--- src/rtl/alive_pkg.sv ---
// Shared types and constants for the note sequencer: FSM states, ROM entry
// layout, end-of-song marker and the pitch-to-half-period lookup (10 MHz clock).
package alive_pkg;

  typedef enum logic [2:0] {
    IDLE,
    FETCH,
    PLAY,
    GAP,
    DONE
  } seq_state_t;

  typedef struct packed {
    logic [4:0] pitch;
    logic [2:0] dur;
  } note_t;

  localparam logic [7:0] END_MARKER = 8'h07;

  // Chromatic scale C4..F#6; entry 0 is a rest.
  localparam logic [15:0] PITCH_TABLE [32] = '{
    16'd0,
    16'd19111, 16'd18039, 16'd17026, 16'd16071, 16'd15169, 16'd14317,
    16'd13514, 16'd12755, 16'd12039, 16'd11364, 16'd10726, 16'd10124,
    16'd9556,  16'd9019,  16'd8513,  16'd8035,  16'd7584,  16'd7159,
    16'd6757,  16'd6378,  16'd6020,  16'd5682,  16'd5363,  16'd5062,
    16'd4778,  16'd4510,  16'd4257,  16'd4018,  16'd3792,  16'd3579,
    16'd3378
  };

  // Last millisecond index of a note: (dur+1)*base_ms - 1.
  function automatic logic [15:0] play_last_ms(input logic [2:0] dur,
                                               input logic [15:0] base_ms);
    return ({13'd0, dur} + 16'd1) * base_ms - 16'd1;
  endfunction

endpackage

--- src/rtl/note_sequencer_ms_tick.sv ---
// Millisecond strobe generator: counts clk cycles up to ticks_per_milli
// (0 behaves as 1) and pulses tick for one cycle at each wrap.
module ms_tick (
  input  logic        clk,
  input  logic        rst_n,
  input  logic        restart,
  input  logic [15:0] ticks_per_milli,
  output logic        tick
);

  logic [15:0] count_reg;
  logic [15:0] limit_reg;
  logic [15:0] limit_next;

  assign limit_next = (ticks_per_milli == 16'd0) ? 16'd1 : ticks_per_milli;
  assign tick       = (count_reg == limit_reg - 16'd1);

  // The period is latched only on restart or wrap, so a mid-note change of
  // ticks_per_milli never truncates the millisecond in progress.
  always_ff @(posedge clk or negedge rst_n) begin
    if (!rst_n) begin
      count_reg <= '0;
      limit_reg <= 16'd1;
    end else if (restart || tick) begin
      count_reg <= '0;
      limit_reg <= limit_next;
    end else begin
      count_reg <= count_reg + 16'd1;
    end
  end

endmodule

--- src/rtl/note_sequencer.sv ---
// Song sequencer: walks the note ROM and drives a stable tone/LED interface.
// Define SEQ_LOOP_EN to replay the song while start stays high.
module note_sequencer
  import alive_pkg::*;
#(
  parameter int SONG_LEN = 32,
  parameter int BASE_MS  = 125,
  parameter int GAP_MS   = 10,
  localparam int IDX_W   = (SONG_LEN > 1) ? $clog2(SONG_LEN) : 1
) (
  input  logic             clk,
  input  logic             rst_n,
  input  logic             start,
  input  logic             stop,
  input  logic [15:0]      ticks_per_milli,
  output logic [IDX_W-1:0] rom_addr,
  input  logic [7:0]       rom_data,
  output logic [15:0]      tone_half_period,
  output logic             tone_en,
  output logic [7:0]       led,
  output logic             busy,
  output logic             done
);

  localparam logic [15:0] GAP_LAST = (GAP_MS > 0) ? 16'(GAP_MS - 1) : 16'd0;

  seq_state_t       state_reg, state_next;
  logic [IDX_W-1:0] index_reg, index_next;
  note_t            note_reg, note_next;
  logic [15:0]      half_reg, half_next;
  logic [15:0]      ms_cnt_reg, ms_cnt_next;
  logic             tone_en_reg, tone_en_next;
  logic             busy_reg, busy_next;
  logic             done_reg, done_next;
  logic [7:0]       led_reg, led_next;
  logic             ms_tick_w;
  logic             restart;
  logic             advance;
  logic             last_index;
  logic [15:0]      play_last;

  ms_tick u_ms_tick (
    .clk             (clk),
    .rst_n           (rst_n),
    .restart         (restart),
    .ticks_per_milli (ticks_per_milli),
    .tick            (ms_tick_w)
  );

  assign play_last  = play_last_ms(note_reg.dur, 16'(BASE_MS));
  assign last_index = ((int'(index_reg) + 1) == SONG_LEN);
  // Any state change re-arms both timers so each PLAY/GAP starts a full ms.
  assign restart    = (state_next != state_reg);

  always_comb begin
    state_next = state_reg;
    index_next = index_reg;
    note_next  = note_reg;
    half_next  = half_reg;
    advance    = 1'b0;

    case (state_reg)
      IDLE: begin
        if (start) state_next = FETCH;
      end
      FETCH: begin
        if (rom_data == END_MARKER) begin
          state_next = DONE;
        end else begin
          state_next = PLAY;
          note_next  = note_t'(rom_data);
          half_next  = PITCH_TABLE[rom_data[7:3]];
        end
      end
      PLAY: begin
        if (ms_tick_w && (ms_cnt_reg == play_last)) begin
          if (GAP_MS == 0) advance = 1'b1;
          else             state_next = GAP;
        end
      end
      GAP: begin
        if (ms_tick_w && (ms_cnt_reg == GAP_LAST)) advance = 1'b1;
      end
      DONE: begin
`ifdef SEQ_LOOP_EN
        if (start) begin
          state_next = FETCH;
          index_next = '0;
        end else begin
          state_next = IDLE;
        end
`else
        state_next = IDLE;
`endif
      end
      default: state_next = IDLE;
    endcase

    if (advance) begin
      if (last_index) begin
        state_next = DONE;
      end else begin
        state_next = FETCH;
        index_next = index_reg + IDX_W'(1);
      end
    end

    if (stop) state_next = IDLE;

    if (state_next == IDLE) begin
      index_next = '0;
      note_next  = '0;
      half_next  = '0;
    end

    ms_cnt_next  = restart ? 16'd0 : (ms_tick_w ? ms_cnt_reg + 16'd1 : ms_cnt_reg);
    busy_next    = (state_next != IDLE);
    done_next    = (state_next == DONE);
    tone_en_next = (state_next == PLAY) && (note_next.pitch != 5'd0);
    led_next     = {busy_next, 2'b00, note_next.pitch};
  end

  always_ff @(posedge clk or negedge rst_n) begin
    if (!rst_n) begin
      state_reg   <= IDLE;
      index_reg   <= '0;
      note_reg    <= '0;
      half_reg    <= '0;
      ms_cnt_reg  <= '0;
      tone_en_reg <= 1'b0;
      busy_reg    <= 1'b0;
      done_reg    <= 1'b0;
      led_reg     <= '0;
    end else begin
      state_reg   <= state_next;
      index_reg   <= index_next;
      note_reg    <= note_next;
      half_reg    <= half_next;
      ms_cnt_reg  <= ms_cnt_next;
      tone_en_reg <= tone_en_next;
      busy_reg    <= busy_next;
      done_reg    <= done_next;
      led_reg     <= led_next;
    end
  end

  assign rom_addr         = index_reg;
  assign tone_half_period = half_reg;
  assign tone_en          = tone_en_reg;
  assign led              = led_reg;
  assign busy             = busy_reg;
  assign done             = done_reg;

endmodule
--- config.mk ---
export PLATFORM = sky130hd
export DESIGN_NAME = note_sequencer
export DESIGN_NICKNAME = d
export VERILOG_FILES = /design/src/rtl/alive_pkg.sv /design/src/rtl/note_sequencer_ms_tick.sv /design/src/rtl/note_sequencer.sv
export SDC_FILE = /design/constraint.sdc
export NUM_CORES = 1
export LEC_CHECK = 0
export BUFFER_PORTS_ARGS = -buffer_cell sky130_fd_sc_hd__buf_2
export CORE_UTILIZATION = 55
export DETAILED_ROUTE_END_ITERATION = 10
export MAX_ROUTING_LAYER = met4
export PLACE_DENSITY = 0.81
export SKIP_LAST_GASP = 1
export SLEW_MARGIN = 20
export SYNTH_ARGS = -nofsm -noshare
export SYNTH_HDL_FRONTEND = slang
export SYNTH_SLANG_ARGS = --single-unit
export TNS_END_PERCENT = 5
--- constraint.sdc ---
create_clock -name clk -period 6.78 [get_ports clk]
set_input_delay 0.339 -clock clk [delete_from_list [all_inputs] [get_ports clk]]
set_output_delay 0.339 -clock clk [all_outputs]
set_load 0.005 [all_outputs]
==> flow_summary.rst, run 1 <==
.. list-table::
   :header-rows: 1

   * - Metric
     - Value
   * - Setup repair after global routing missed its margin
     - false
   * - Clock Pin Slew Worst Setup and Hold Paths
     - 0.08 ns
   * - PostCTS Resize Cnt
     - 0
   * - H-Tree Level Count
     - 3
   * - Number of optimization iterations in the first detailed-route pass
     - 5
   * - Status
     - complete, no violations
   * - CTS Buf Count
     - 9
   * - Minimum setup slack in the final design
     - 1.26 ns
   * - Max IR drop VDD
     - 0.161 mV
   * - Fraction of final layout cells with drive strength greater than 1
     - 15.8%
   * - Cells after synthesis
     - 645
   * - Clock tree skew after final layout
     - 0.0142 ns
   * - DP Worst Slack
     - 1.28 ns
   * - Effective utilization at floorplan
     - 57.8%
   * - Yosys cell types
     - 71
   * - Pwr dens
     - 220 mW/mm^2
   * - ANT nets after route
     - 0
   * - Total core area
     - 0.00995 sq mm
   * - Number of global-route vias before repair
     - 4594
   * - Number of antenna violations at the first check in global routing
     - 0
   * - Period Utilization, post-route
     - 81.4%
   * - Insertion delay to the later sink of the worst-skew pair
     - 0.37 ns
   * - Met3 usage in global routing
     - 5.14%
   * - Maximum number of pins on one net before global-route repair
     - 83
   * - Buffers added on ports
     - 56
   * - Path category of the worst min-delay check
     - in2async
   * - Reg-to-reg endpoint
     - u_ms_tick.limit_reg[1]
   * - Setup Fix Bufs, Post-CTS
     - 0
   * - Clock Tree Root
     - clkbuf_8
   * - GRT overflow
     - 0
   * - Antenna diode count
     - 0
   * - Most area-hungry cell type in the Yosys netlist
     - dfrtp_1
   * - Maximum fanout count along the critical path
     - 17
   * - Post-synthesis sequential element count
     - 82
   * - Smallest hold slack
     - 0.0160 ns
   * - Grt met1 use
     - 31.8%
   * - Startpoint-to-endpoint class of the critical path
     - reg2reg
   * - Top cell type's share of synthesized area
     - 35.2%
   * - Die height
     - 104 microns
   * - Clock period minus worst slack
     - 5.52 ns
   * - Most instantiated library cell after synthesis
     - nor2_1
   * - Count of vias placed by the detailed router
     - 4739
   * - Worst path required time
     - 7.02 ns
   * - Routed wire per std cell
     - 15.8 microns
   * - Number of buffers on the longest clock path
     - 2
   * - Post-synthesis cell area
     - 0.00576 sq mm
   * - Transition time of the tightest slew-check pin
     - 0.859 ns
   * - First-pass GRT wire length
     - 21.5 mm
   * - DP Cell Count
     - 791
   * - Final hold viol count
     - 0
   * - Half-perimeter wire length of the detailed placement result
     - 8.92 mm
   * - Global placement routability congestion
     - 0.896
   * - Register-to-register path setup slack
     - 1.26 ns
   * - Detailed-route DRC error count
     - 0
   * - Synthesis warning total
     - 0
   * - Number of clock sinks
     - 82
   * - Floorplan row count
     - 36
   * - Global-route usage over all layers
     - 25.0%
   * - Final routed wirelength across all metal layers
     - 12.7 mm
   * - Hold bufs inserted after CTS
     - 0
   * - Die footprint
     - 0.0109 sq mm
   * - Relative max-transition margin
     - 42.2%
   * - Number of vias per cell
     - 5.88
   * - Die extent in x
     - 104 microns
   * - Most numerous cell types in the synthesized netlist
     - nor2_1 (83), dfrtp_1 (81), nand2_1 (48)
   * - Cell types occupying the most area after synthesis
     - dfrtp_1 (35%), ha_1 (6.1%), xnor2_1 (5.9%)
   * - Number of enable flip-flop cells after synthesis
     - 0
   * - Highest clock rate
     - 181 MHz
   * - Layout Cells excl Fill
     - 806
   * - Ports placed on the boundary
     - 60
   * - Number of max-cap violations
     - 0
   * - Number of max-slew violations in the final report
     - 0
   * - Nature of the critical path endpoint
     - register
   * - Startpoint of the lowest-slack register-to-register path
     - note_reg[0]
   * - Pleak
     - 2.74 nW
   * - Sum of negative setup slack
     - 0 ns
   * - Worst-case reg-to-reg path depth
     - 17
   * - Total number of nets in the final design
     - 727
   * - Sequential share of the synthesized area
     - 35.7%
   * - Synthesis-to-layout area growth
     - 7.89%
   * - Startpoint Class
     - register
   * - Met2 Use GR
     - 40.0%
   * - Initial DRC Count
     - 339
   * - Final count of negative-setup-slack endpoints
     - 0
   * - Arrival @ worst endpoint
     - 5.76 ns
   * - Async set or reset register ratio after synthesis
     - 100%
   * - Ys flop type
     - dfrtp_1
   * - Avg Cell Area, Syn
     - 8.93 sq um
   * - GR peak layer
     - met2
   * - TritonCTS clock tree
     - yes
[routing by layer]
metal | share of wire [%] | vias to the layer above
li1 | - | 2310
met1 | 44 | 2275
met2 | 49 | 137
met3 | 5.4 | 17
met4 | 1.1 | 0
met5 | 0 | -
[power breakdown]
part           switching, W  internal [W]
Combinational      0.000206      0.000176
Sequential        0.0000594      0.000530
Clock              0.000178      0.000216
Total              0.000444      0.000922
[stage by stage]
| stage | area (sq um) | utilization, % | total power (W) |
|---|---|---|---|
| after CTS | 6210 | 62.4 | 0.00137 |
| after detailed placement | 5990 | 60.2 | 0.000973 |
| after floorplan | 5770 | - | 0.000889 |
| final | 6210 | 62.4 | 0.00137 |
| after global routing | 6210 | 62.4 | 0.00144 |
| after global placement | 5990 | 60.2 | 0.000959 |
[cell type report]
class / count / area, sq um
multi-input combinational: 501 / 3410
clock inverter: 4 / 76.3
sequential: 82 / 2050
inverter: 16 / 60.1
tap: 133 / 166
clock buffer: 11 / 141
fill: 844 / 3740
timing repair buffer: 59 / 309
[kinds of logic after synthesis]
| kind of cell | count (synthesis) | share of synthesized area (%) |
|---|---|---|
| mux | 24 | 5.52 |
| buf+inv | 64 | 5.41 |
| fa+ha+maj | 30 | 6.78 |
| other cells | 1 | 0.0651 |
| compound gates | 129 | 15.2 |
| simple gates | 250 | 21.4 |
| xor+xnor | 65 | 10.0 |
| flops | 82 | 35.7 |
[layout by cell type, fill, tap and decap left out, types with 11 or more instances in the layout]
master / n
xnor2_1: 39
mux2_4: 12
o21ai_0: 21
dfrtp_1: 81
inv_1: 15
a211oi_1: 15
nor2_1: 83
and3_1: 12
xor2_1: 25
nand2_1: 48
nor3_1: 21
ha_1: 28
buf_2: 55
a21oi_1: 40
nand4_1: 11
nand3_1: 23
[how the worst max path moves through the flow]
stage / start / to / slack [ns] / cells past startpoint
floorplan: note_reg[0] / u_ms_tick.limit_reg[10] / 2.08 / 15
global placement: note_reg[0] / u_ms_tick.limit_reg[1] / 1.51 / 17
detailed placement: note_reg[0] / u_ms_tick.limit_reg[1] / 1.28 / 17
CTS: note_reg[0] / u_ms_tick.limit_reg[1] / 1.25 / 17
global route: note_reg[0] / u_ms_tick.count_reg[3] / 0.95 / 18
finish: note_reg[0] / u_ms_tick.limit_reg[1] / 1.26 / 17
[critical path, cell delays in order (launching register included)]
cell and delay (ns):
dfrtp_1 0.59, ha_1 0.30, xor2_2 0.40, ha_1 0.34
ha_1 0.20, a41o_1 0.21, ha_1 0.27, a21o_1 0.16
ha_1 0.31, a21o_1 0.19, a21oi_1 0.22, nand3_1 0.10
o21a_1 0.18, a211oi_1 0.38, a31oi_4 0.21, nor2_8 0.19
mux2i_4 0.72, mux2_2 0.41
Note: power is estimated with default switching activity, not from simulation.
==> run 2, diff against run 1 <==
Clock period 6.78 ns to 5.65 ns, I/O delays scaled along.
==> run 2 against run 1 <==
Effect of this change: the run now ends with hold timing left; final area decreased by 0.10%; critical path depth up 1; setup slack worse by 0.76 ns; die area unchanged; critical path type unchanged; largest cell class unchanged.
==> flow_summary.rst, run 2 (synthesis results as in run 1) <==
.. list-table::
   :header-rows: 1

   * - Metric
     - Value
   * - Status
     - finished with violations
   * - Violated checks
     - hold timing
   * - Final hold viol count
     - 50
   * - Arrival @ worst endpoint
     - 5.38 ns
   * - Fraction of final layout cells with drive strength greater than 1
     - 16.1%
   * - Register-to-register path setup slack
     - 0.51 ns
   * - Transition time of the tightest slew-check pin
     - 0.852 ns
   * - Effective utilization at floorplan
     - 57.8%
   * - Nature of the critical path endpoint
     - register
   * - Clock Tree Root
     - clkbuf_8
   * - Startpoint-to-endpoint class of the critical path
     - reg2reg
   * - Commonest non-fill, non-tap cells in the layout
     - nor2_1 (83), dfrtp_1 (81), buf_2 (55)
   * - PostCTS Resize Cnt
     - 0
   * - Period Utilization, post-route
     - 91.1%
   * - Sum of negative setup slack
     - 0 ns
   * - Number of vias per cell
     - 6.01
   * - Insertion delay to the later sink of the worst-skew pair
     - 0.36 ns
   * - Die extent in x
     - 104 microns
   * - Floorplan row count
     - 36
   * - Total number of nets in the final design
     - 728
   * - Setup repair after global routing missed its margin
     - false
   * - Path category of the worst min-delay check
     - in2async
   * - Total core area
     - 0.00995 sq mm
   * - Final routed wirelength across all metal layers
     - 12.6 mm
   * - Buffers added on ports
     - 56
   * - Synthesis-to-layout area growth
     - 7.78%
   * - Number of buffers on the longest clock path
     - 2
   * - Final count of negative-setup-slack endpoints
     - 0
   * - Global-route usage over all layers
     - 24.9%
   * - CTS Buf Count
     - 9
   * - Number of max-slew violations in the final report
     - 0
   * - Minimum setup slack in the final design
     - 0.505 ns
   * - Post-Layout Inst Area
     - 0.00621 sq mm
   * - Number of max-cap violations
     - 0
   * - Number of antenna violations at the first check in global routing
     - 0
   * - Clock period minus worst slack
     - 5.14 ns
   * - First-pass GRT wire length
     - 21.5 mm
   * - TritonCTS clock tree
     - yes
   * - Count of vias placed by the detailed router
     - 4861
   * - Die height
     - 104 microns
   * - Reg-to-reg endpoint
     - u_ms_tick.limit_reg[1]
   * - Startpoint of the lowest-slack register-to-register path
     - note_reg[0]
   * - Highest clock rate
     - 194 MHz
   * - Clock Pin Slew Worst Setup and Hold Paths
     - 0.09 ns
   * - H-Tree Level Count
     - 3
   * - Most frequent standard cell in the layout excluding fill and tap cells
     - nor2_1
   * - Number of optimization iterations in the first detailed-route pass
     - 5
   * - Routed wire per std cell
     - 15.6 microns
   * - Worst-case reg-to-reg path depth
     - 18
   * - GRT overflow
     - 0
   * - Relative max-transition margin
     - 42.7%
   * - Detailed-route DRC error count
     - 0
   * - Initial DRC Count
     - 280
   * - Max IR drop VDD
     - 0.233 mV
   * - Startpoint Class
     - register
   * - Hold bufs inserted after CTS
     - 0
   * - Maximum fanout count along the critical path
     - 32
   * - Count of filler cells inserted in the layout
     - 819
   * - Worst path required time
     - 5.89 ns
   * - DP Worst Slack
     - 0.525 ns
   * - Smallest hold slack
     - -0.0240 ns
   * - Pwr dens
     - 258 mW/mm^2
   * - Number of clock sinks
     - 82
   * - Setup Fix Bufs, Post-CTS
     - 0
   * - Maximum number of pins on one net before global-route repair
     - 83
   * - Clock tree skew after final layout
     - 0.0193 ns
   * - ANT nets after route
     - 0
   * - Number of global-route vias before repair
     - 4600
   * - Die footprint
     - 0.0109 sq mm
   * - Half-perimeter wire length of the detailed placement result
     - 8.96 mm
   * - Pleak
     - 2.73 nW
   * - Post-placement cell area
     - 0.00600 sq mm
   * - Ports placed on the boundary
     - 60
   * - Global placement routability congestion
     - 0.925
-- run 2: worst max path at each step --
stage / slack, ns / end / start
after floorplan: 0.95 / u_ms_tick.limit_reg[10] / note_reg[0]
after global placement: 0.70 / u_ms_tick.limit_reg[1] / note_reg[0]
after detailed placement: 0.53 / u_ms_tick.limit_reg[1] / note_reg[0]
after CTS: 0.50 / u_ms_tick.limit_reg[1] / note_reg[0]
after global routing: 0.22 / u_ms_tick.limit_reg[1] / note_reg[0]
final: 0.51 / u_ms_tick.limit_reg[1] / note_reg[0]
-- run 2: report_power, final --
group	leakage (nW)	internal [W]	switching [W]
clock network	0.0987	0.000216	0.000221
logic	1.54	0.000211	0.000245
registers	1.10	0.000635	0.0000706
-- run 2: critical path: stages (launching register included) --
cell and delay (ns):
dfrtp_1 0.53, ha_1 0.32, xor2_2 0.17, ha_1 0.34, ha_1 0.19, a41o_1 0.21, ha_1 0.27, a21o_1 0.16
ha_1 0.31, a21o_1 0.19, a21oi_1 0.22, nand3_1 0.11, o21a_1 0.19, a211oi_1 0.39, a31oi_4 0.21, nor2_8 0.19
mux2i_4 0.22, buf_4 0.41, mux2_2 0.39
-- run 2: layout make-up --
class / count / area (sq um) / share of cell area, %
diodes: 1 / 2.50 / 0.0403
clock buffers: 10 / 138 / 2.22
clock inverters: 6 / 63.8 / 1.03
inverters: 16 / 60.1 / 0.968
multi-input cells: 501 / 3410 / 54.9
flip-flops and latches: 82 / 2050 / 33.1
well taps: 133 / 166 / 2.68
repair buffers: 60 / 317 / 5.10
-- run 2: stage by stage --
stage          power, W  instances  hold slack (ns)  util (%)
2_1_floorplan   0.00107        647          -0.0131         -
3_3_place_gp    0.00115        792            0.494      60.3
3_5_place_dp    0.00117        792            0.507      60.3
4_1_cts         0.00161        808            0.128      62.3
5_1_grt         0.00169        808           0.0300      62.3
6_report        0.00160        809          -0.0240      62.3
-- run 2: layer usage --
metal	vias to the layer above	global-route usage (%)	share of wire, %
met4	0	8.27	1.5
met5	-	-	0
li1	2322	-	-
met3	23	3.95	4.3
met2	151	39.6	48
met1	2365	32.4	46
